$ cat src/rtl/alu_issue.sv
// alu_issue: RV32I integer-compute decode/issue stage driving the ALU operand interface.
// Build option: define ALU_ISSUE_ILLEGAL_TRAP_EN to forward illegal instructions flagged by ex_illegal.
`ifndef DATA_WIDTH_ALU_OP
`define DATA_WIDTH_ALU_OP 5
`endif

module alu_issue #(
  parameter int XLEN = 32,
  parameter int OP_W = `DATA_WIDTH_ALU_OP
) (
  input  logic            clk,
  input  logic            rst,
  input  logic            if_valid,
  input  logic [31:0]     if_insn,
  input  logic [XLEN-1:0] if_pc,
  output logic            if_ready,
  output logic [4:0]      rs1_addr,
  output logic [4:0]      rs2_addr,
  input  logic [XLEN-1:0] rs1_data,
  input  logic [XLEN-1:0] rs2_data,
  input  logic            flush,
  input  logic            ex_ready,
  output logic            ex_valid,
  output logic [OP_W-1:0] ex_alu_op,
  output logic [XLEN-1:0] ex_alu_in_0,
  output logic [XLEN-1:0] ex_alu_in_1,
  output logic [4:0]      ex_rd_addr,
  output logic            ex_rd_we,
  output logic            ex_illegal
);

  // ALU opcode space; zero is reserved for "no operation" on illegal entries.
  // Immediate forms carry their own codes because the immediate sits in operand 0.
  localparam logic [OP_W-1:0] ALU_NONE  = OP_W'(0);
  localparam logic [OP_W-1:0] ALU_ADD   = OP_W'(1);
  localparam logic [OP_W-1:0] ALU_SUB   = OP_W'(2);
  localparam logic [OP_W-1:0] ALU_SLL   = OP_W'(3);
  localparam logic [OP_W-1:0] ALU_SLT   = OP_W'(4);
  localparam logic [OP_W-1:0] ALU_SLTU  = OP_W'(5);
  localparam logic [OP_W-1:0] ALU_XOR   = OP_W'(6);
  localparam logic [OP_W-1:0] ALU_SRL   = OP_W'(7);
  localparam logic [OP_W-1:0] ALU_SRA   = OP_W'(8);
  localparam logic [OP_W-1:0] ALU_OR    = OP_W'(9);
  localparam logic [OP_W-1:0] ALU_AND   = OP_W'(10);
  localparam logic [OP_W-1:0] ALU_ADDI  = OP_W'(11);
  localparam logic [OP_W-1:0] ALU_SLTI  = OP_W'(12);
  localparam logic [OP_W-1:0] ALU_SLTIU = OP_W'(13);
  localparam logic [OP_W-1:0] ALU_XORI  = OP_W'(14);
  localparam logic [OP_W-1:0] ALU_ORI   = OP_W'(15);
  localparam logic [OP_W-1:0] ALU_ANDI  = OP_W'(16);
  localparam logic [OP_W-1:0] ALU_SLLI  = OP_W'(17);
  localparam logic [OP_W-1:0] ALU_SRLI  = OP_W'(18);
  localparam logic [OP_W-1:0] ALU_SRAI  = OP_W'(19);
  localparam logic [OP_W-1:0] ALU_LUI   = OP_W'(20);
  localparam logic [OP_W-1:0] ALU_AUIPC = OP_W'(21);

  localparam logic [6:0] OPC_OP_IMM = 7'b0010011;
  localparam logic [6:0] OPC_OP     = 7'b0110011;
  localparam logic [6:0] OPC_LUI    = 7'b0110111;
  localparam logic [6:0] OPC_AUIPC  = 7'b0010111;

  localparam logic [6:0] F7_BASE = 7'b0000000;
  localparam logic [6:0] F7_ALT  = 7'b0100000;

  logic [6:0]      opcode;
  logic [2:0]      funct3;
  logic [6:0]      funct7;
  logic [4:0]      rd;
  logic [XLEN-1:0] imm_i;
  logic [XLEN-1:0] shamt;
  logic [XLEN-1:0] imm_u;

  assign opcode   = if_insn[6:0];
  assign rd       = if_insn[11:7];
  assign funct3   = if_insn[14:12];
  assign funct7   = if_insn[31:25];
  assign rs1_addr = if_insn[19:15];
  assign rs2_addr = if_insn[24:20];

  assign imm_i = {{(XLEN-12){if_insn[31]}}, if_insn[31:20]};
  assign shamt = {{(XLEN-5){1'b0}}, if_insn[24:20]};
  assign imm_u = {{(XLEN-20){1'b0}}, if_insn[31:12]};

  logic            dec_legal;
  logic [OP_W-1:0] dec_op;
  logic [XLEN-1:0] dec_in_0;
  logic [XLEN-1:0] dec_in_1;
  logic            dec_we;

  always_comb begin
    // NOTE: every decode output is defaulted first so no path through the cases infers a latch.
    dec_legal = 1'b0;
    dec_op    = ALU_NONE;
    dec_in_0  = '0;
    dec_in_1  = '0;

    case (opcode)
      OPC_OP_IMM: begin
        dec_legal = 1'b1;
        dec_in_0  = imm_i;
        dec_in_1  = rs1_data;
        case (funct3)
          3'b000: dec_op = ALU_ADDI;
          3'b010: dec_op = ALU_SLTI;
          3'b011: dec_op = ALU_SLTIU;
          3'b100: dec_op = ALU_XORI;
          3'b110: dec_op = ALU_ORI;
          3'b111: dec_op = ALU_ANDI;
          3'b001: begin
            dec_in_0  = shamt;
            dec_op    = ALU_SLLI;
            dec_legal = (funct7 == F7_BASE);
          end
          default: begin
            dec_in_0 = shamt;
            if (funct7 == F7_BASE)     dec_op = ALU_SRLI;
            else if (funct7 == F7_ALT) dec_op = ALU_SRAI;
            else                       dec_legal = 1'b0;
          end
        endcase
      end

      OPC_OP: begin
        dec_in_0 = rs1_data;
        dec_in_1 = rs2_data;
        if (funct7 == F7_BASE) begin
          dec_legal = 1'b1;
          case (funct3)
            3'b000:  dec_op = ALU_ADD;
            3'b001:  dec_op = ALU_SLL;
            3'b010:  dec_op = ALU_SLT;
            3'b011:  dec_op = ALU_SLTU;
            3'b100:  dec_op = ALU_XOR;
            3'b101:  dec_op = ALU_SRL;
            3'b110:  dec_op = ALU_OR;
            default: dec_op = ALU_AND;
          endcase
        end else if (funct7 == F7_ALT) begin
          case (funct3)
            3'b000: begin
              dec_legal = 1'b1;
              dec_op    = ALU_SUB;
            end
            3'b101: begin
              dec_legal = 1'b1;
              dec_op    = ALU_SRA;
            end
            default: dec_legal = 1'b0;
          endcase
        end
      end

      // The ALU applies the 12-bit shift to the upper immediate itself.
      OPC_LUI: begin
        dec_legal = 1'b1;
        dec_op    = ALU_LUI;
        dec_in_0  = imm_u;
      end

      OPC_AUIPC: begin
        dec_legal = 1'b1;
        dec_op    = ALU_AUIPC;
        dec_in_0  = imm_u;
        dec_in_1  = if_pc;
      end

      default: dec_legal = 1'b0;
    endcase

    if (!dec_legal) begin
      dec_op   = ALU_NONE;
      dec_in_0 = '0;
      dec_in_1 = '0;
    end
  end

  assign dec_we = dec_legal && (rd != 5'd0);

  logic transfer;

  assign if_ready = !ex_valid || ex_ready;
  assign transfer = if_valid && if_ready;

  // NOTE: state uses non-blocking assignments so every register samples pre-edge values.
  always_ff @(posedge clk or posedge rst) begin
    if (rst) begin
      ex_valid    <= 1'b0;
      ex_alu_op   <= '0;
      ex_alu_in_0 <= '0;
      ex_alu_in_1 <= '0;
      ex_rd_addr  <= '0;
      ex_rd_we    <= 1'b0;
`ifdef ALU_ISSUE_ILLEGAL_TRAP_EN
      ex_illegal  <= 1'b0;
`endif
    end else if (flush) begin
      ex_valid <= 1'b0;
    end else if (transfer) begin
`ifdef ALU_ISSUE_ILLEGAL_TRAP_EN
      ex_valid    <= 1'b1;
      ex_illegal  <= !dec_legal;
`else
      ex_valid    <= dec_legal;
`endif
      ex_alu_op   <= dec_op;
      ex_alu_in_0 <= dec_in_0;
      ex_alu_in_1 <= dec_in_1;
      ex_rd_addr  <= rd;
      ex_rd_we    <= dec_we;
    end else if (ex_ready) begin
      ex_valid <= 1'b0;
    end
  end

`ifndef ALU_ISSUE_ILLEGAL_TRAP_EN
  assign ex_illegal = 1'b0;
`endif

endmodule

$ cat config.mk
export PLATFORM = sky130hd
export DESIGN_NAME = alu_issue
export DESIGN_NICKNAME = d
export VERILOG_FILES = /design/src/rtl/alu_issue.sv
export SDC_FILE = /design/constraint.sdc
export NUM_CORES = 1
export LEC_CHECK = 0
export CORE_ASPECT_RATIO = 1.4
export CORE_MARGIN = 3
export CORE_UTILIZATION = 41
export CTS_BUF_LIST = sky130_fd_sc_hd__clkbuf_8
export DETAILED_ROUTE_END_ITERATION = 6
export HOLD_SLACK_MARGIN = 0.06
export PLACE_DENSITY = 0.89
export SLEW_MARGIN = 20
export SYNTH_ARGS = -nofsm -noshare
export SYNTH_HDL_FRONTEND = slang
export SYNTH_SLANG_ARGS = --single-unit
$ cat constraint.sdc
create_clock -name clk -period 2.4 [get_ports clk]
set_input_delay 0.24 -clock clk [delete_from_list [all_inputs] [get_ports clk]]
set_output_delay 0.24 -clock clk [all_outputs]
set_load 0.01 [all_outputs]
==> metrics.txt <==
required time of the worst setup path=2.65 ns; CTS root buffer=clkbuf_8; drt total wl=15070 µm; Cell variety after synth=48; Max-Slew Margin vs Limit=62.06%; Synth Cell Area=4150 µm²; MaxCap Viol Count=0; crit path capture type=register; pwr dens=414.3 nW/µm²; gr ovfl total=0; Layout Cells excl Fill=812; Boundary Pins=221; proportion of power drawn by combinational gates=21.5%; f_max=455.6 MHz; Slew @ Worst Pin=0.5620 ns; CTS Buf Count=9; H-Tree Depth=3; Hold Buf Count CTS=0; Peak VDD IR=0.0002392 V; DRT Pass-1 Iters=7; post_cts resized=0; Sw Share=25.71%; global-route wire length before repair=24290 µm; share of cells above drive strength 1=9.573%; Synth area leaders=dfrtp_1 46%, mux2i_1 8.9%, o21ai_0 7.0%; Seq cells post-synth=76; clock share of power=31.1%; die height=125.0 µm; CTS tree=yes; Register-to-Register Path Depth=5; syn nets=600; FF-to-FF Start=ex_valid; commonest non-fill, non-tap cells in the layout=217 x clkdlybuf4s50_1, 76 x dfrtp_1, 72 x nand2_1; GRT Util Overall=27.06%; fin crit share=91.46%; pins over their slew limit=0; Primary FF master, synth=dfrtp_1; initial core utilization=42.92%; via count=4438; nets@finish=808; wire per inst=18.56 µm; Crit Reg-Reg Endpoint=ex_alu_in_1[14]; worst skew pair latency=0.34 ns; Post-Synthesis Cells=467; Area Overhead vs Synth=60.57%; Row Count=42; switching power=0.7099 mW; die area=11380 µm²; Post CTS Setup Buffer Count=0; initial antenna violation count=1; CTS Buffer Depth=2; Tmin final=2.195 ns; Setup-failing EPs final=0; Die Wd=91.03 µm; R2R setup slack=0.56 ns; asr flop ratio synth=100.0%; sequential cell area fraction in the yosys report=45.82%; yosys warns=0; dpl hpwl=11630 µm; largest net degree at the start of global routing=79; status=completed; post-layout util=68.92%; worst-path maximum fanout=26; Iteration-0 DRC Markers=236; Final Hold Fails=0; number of global-route vias before repair=4557; number of synthesized flops with an enable pin=0; average size of a mapped cell=8.887 µm²; Worst Path Arrival=2.45 ns; CTS clk-pin slew, worst paths=0.07 ns; # DRC=0; crit path kind=input pin to register; Pint=2.051 mW; Worst Hold Class=input pin to async pin; post-synth top area share=45.82%; gpl congestion=0.8948; unrepaired setup endpoints after global routing=false; Placed Instances=796; # fillers=789; CORE AREA=9669 µm²; startpoint class of the critical path=input pin; Port Buffer Count=219; commonest non-fill, non-tap cell in the layout=clkdlybuf4s50_1; clock sink count=76; via density per instance=5.466; P_leak=2.773 nW; cell taking the most area after synthesis=dfrtp_1; DRT antenna net count=0; Reg power frac=47.4%; Fin Clk Skew=0.005006 ns
worst max path at each step:
| stage | from | end | slack (ns) | depth (start not counted) |
|---|---|---|---|---|
| 2_1_floorplan | rst | ex_alu_in_0[0] | 0.22 | 1 |
| 3_3_place_gp | if_insn[25] | ex_alu_in_0[5] | -0.07 | 7 |
| 3_5_place_dp | if_insn[25] | ex_alu_in_0[5] | -0.15 | 7 |
| 4_1_cts | if_insn[25] | ex_alu_in_1[14] | 0.23 | 7 |
| 5_1_grt | if_insn[25] | ex_alu_in_0[5] | 0.09 | 7 |
| 6_report | if_insn[25] | ex_alu_in_1[14] | 0.20 | 7 |
per-stage QoR:
stage / area [µm²] / hold WS, ns / power (mW) / worst slack (ns) / setup TNS (ns)
final: 6664 / 0.2943 / 2.761 / 0.2049 / 0
after global routing: 6664 / 0.3196 / 2.879 / 0.08954 / 0
after CTS: 6661 / 0.3091 / 2.787 / 0.2267 / 0
after detailed placement: 6492 / 0.4651 / 1.926 / -0.1482 / -5.701
after global placement: 6492 / 0.4599 / 1.905 / -0.07353 / -3.459
after floorplan: 4150 / 0.3518 / 1.562 / 0.2217 / 0
worst max-delay path: stages:
cell             delay (ns)
clkdlybuf4s50_1        0.43
or4_4                  0.59
nor3_4                 0.15
a21oi_2                0.08
or3_2                  0.50
buf_4                  0.24
o21ai_0                0.21
per-layer routing:
metal	vias to the layer above	part of all wire, %	GRT usage (%)	routed length (µm)
met5	-	0	0	0
met4	0	4.9	14.65	738
met3	50	6.3	5.529	952
met2	231	52	47.27	7866
met1	2091	37	30.69	5514
li1	2066	-	-	-
kinds of logic after synthesis:
kind of cell,Yosys count,synth area share [%]
AOI/OAI and AO/OA,151,21.98
and+or+nand+nor,144,15.25
DFF,76,45.82
buffers and inverters,52,6.361
muxes,42,10.28
xor gates and xnor gates,1,0.2111
other,1,0.09036
layout make-up:
type / count / area (µm²) / share of cell area, %
Timing Repair Buffer: 246 / 2422 / 36.35
Multi-Input combinational cell: 339 / 1991 / 29.87
Sequential cell: 76 / 1902 / 28.54
Tap cell: 132 / 165.2 / 2.478
Clock buffer: 11 / 151.4 / 2.272
Clock inverter: 4 / 17.52 / 0.2629
Inverter: 3 / 12.51 / 0.1878
Antenna cell: 1 / 2.502 / 0.03755
synthesized netlist by cell type, drive strengths merged, types with 2 or more instances:
cell type,n
dfrtp,76
mux2,5
a21oi,53
nor2,46
mux2i,37
buf,22
or4,3
or3,3
a222oi,6
inv,3
o221ai,2
clkbuf,27
nand3b,2
o21ai,70
a221oi,8
nand2b,5
nand2,72
nor2b,2
nor3,5
flip-flops by register name (all words and copies together) (netlist names):
signal	count
ex_alu_op	5
ex_rd_we	1
ex_alu_in_1	32
ex_rd_addr	5
ex_alu_in_0	32
ex_valid	1
power groups by stage:
stage               registers [mW]  logic, mW  clock network (mW)
CTS                           1.31      0.595               0.882
floorplan                     1.34      0.219                   0
global placement              1.33      0.573                   0
finish                        1.31      0.593               0.859
detailed placement            1.33      0.591                   0
global route                  1.31      0.635               0.934
(Power assumes the default switching activity.)
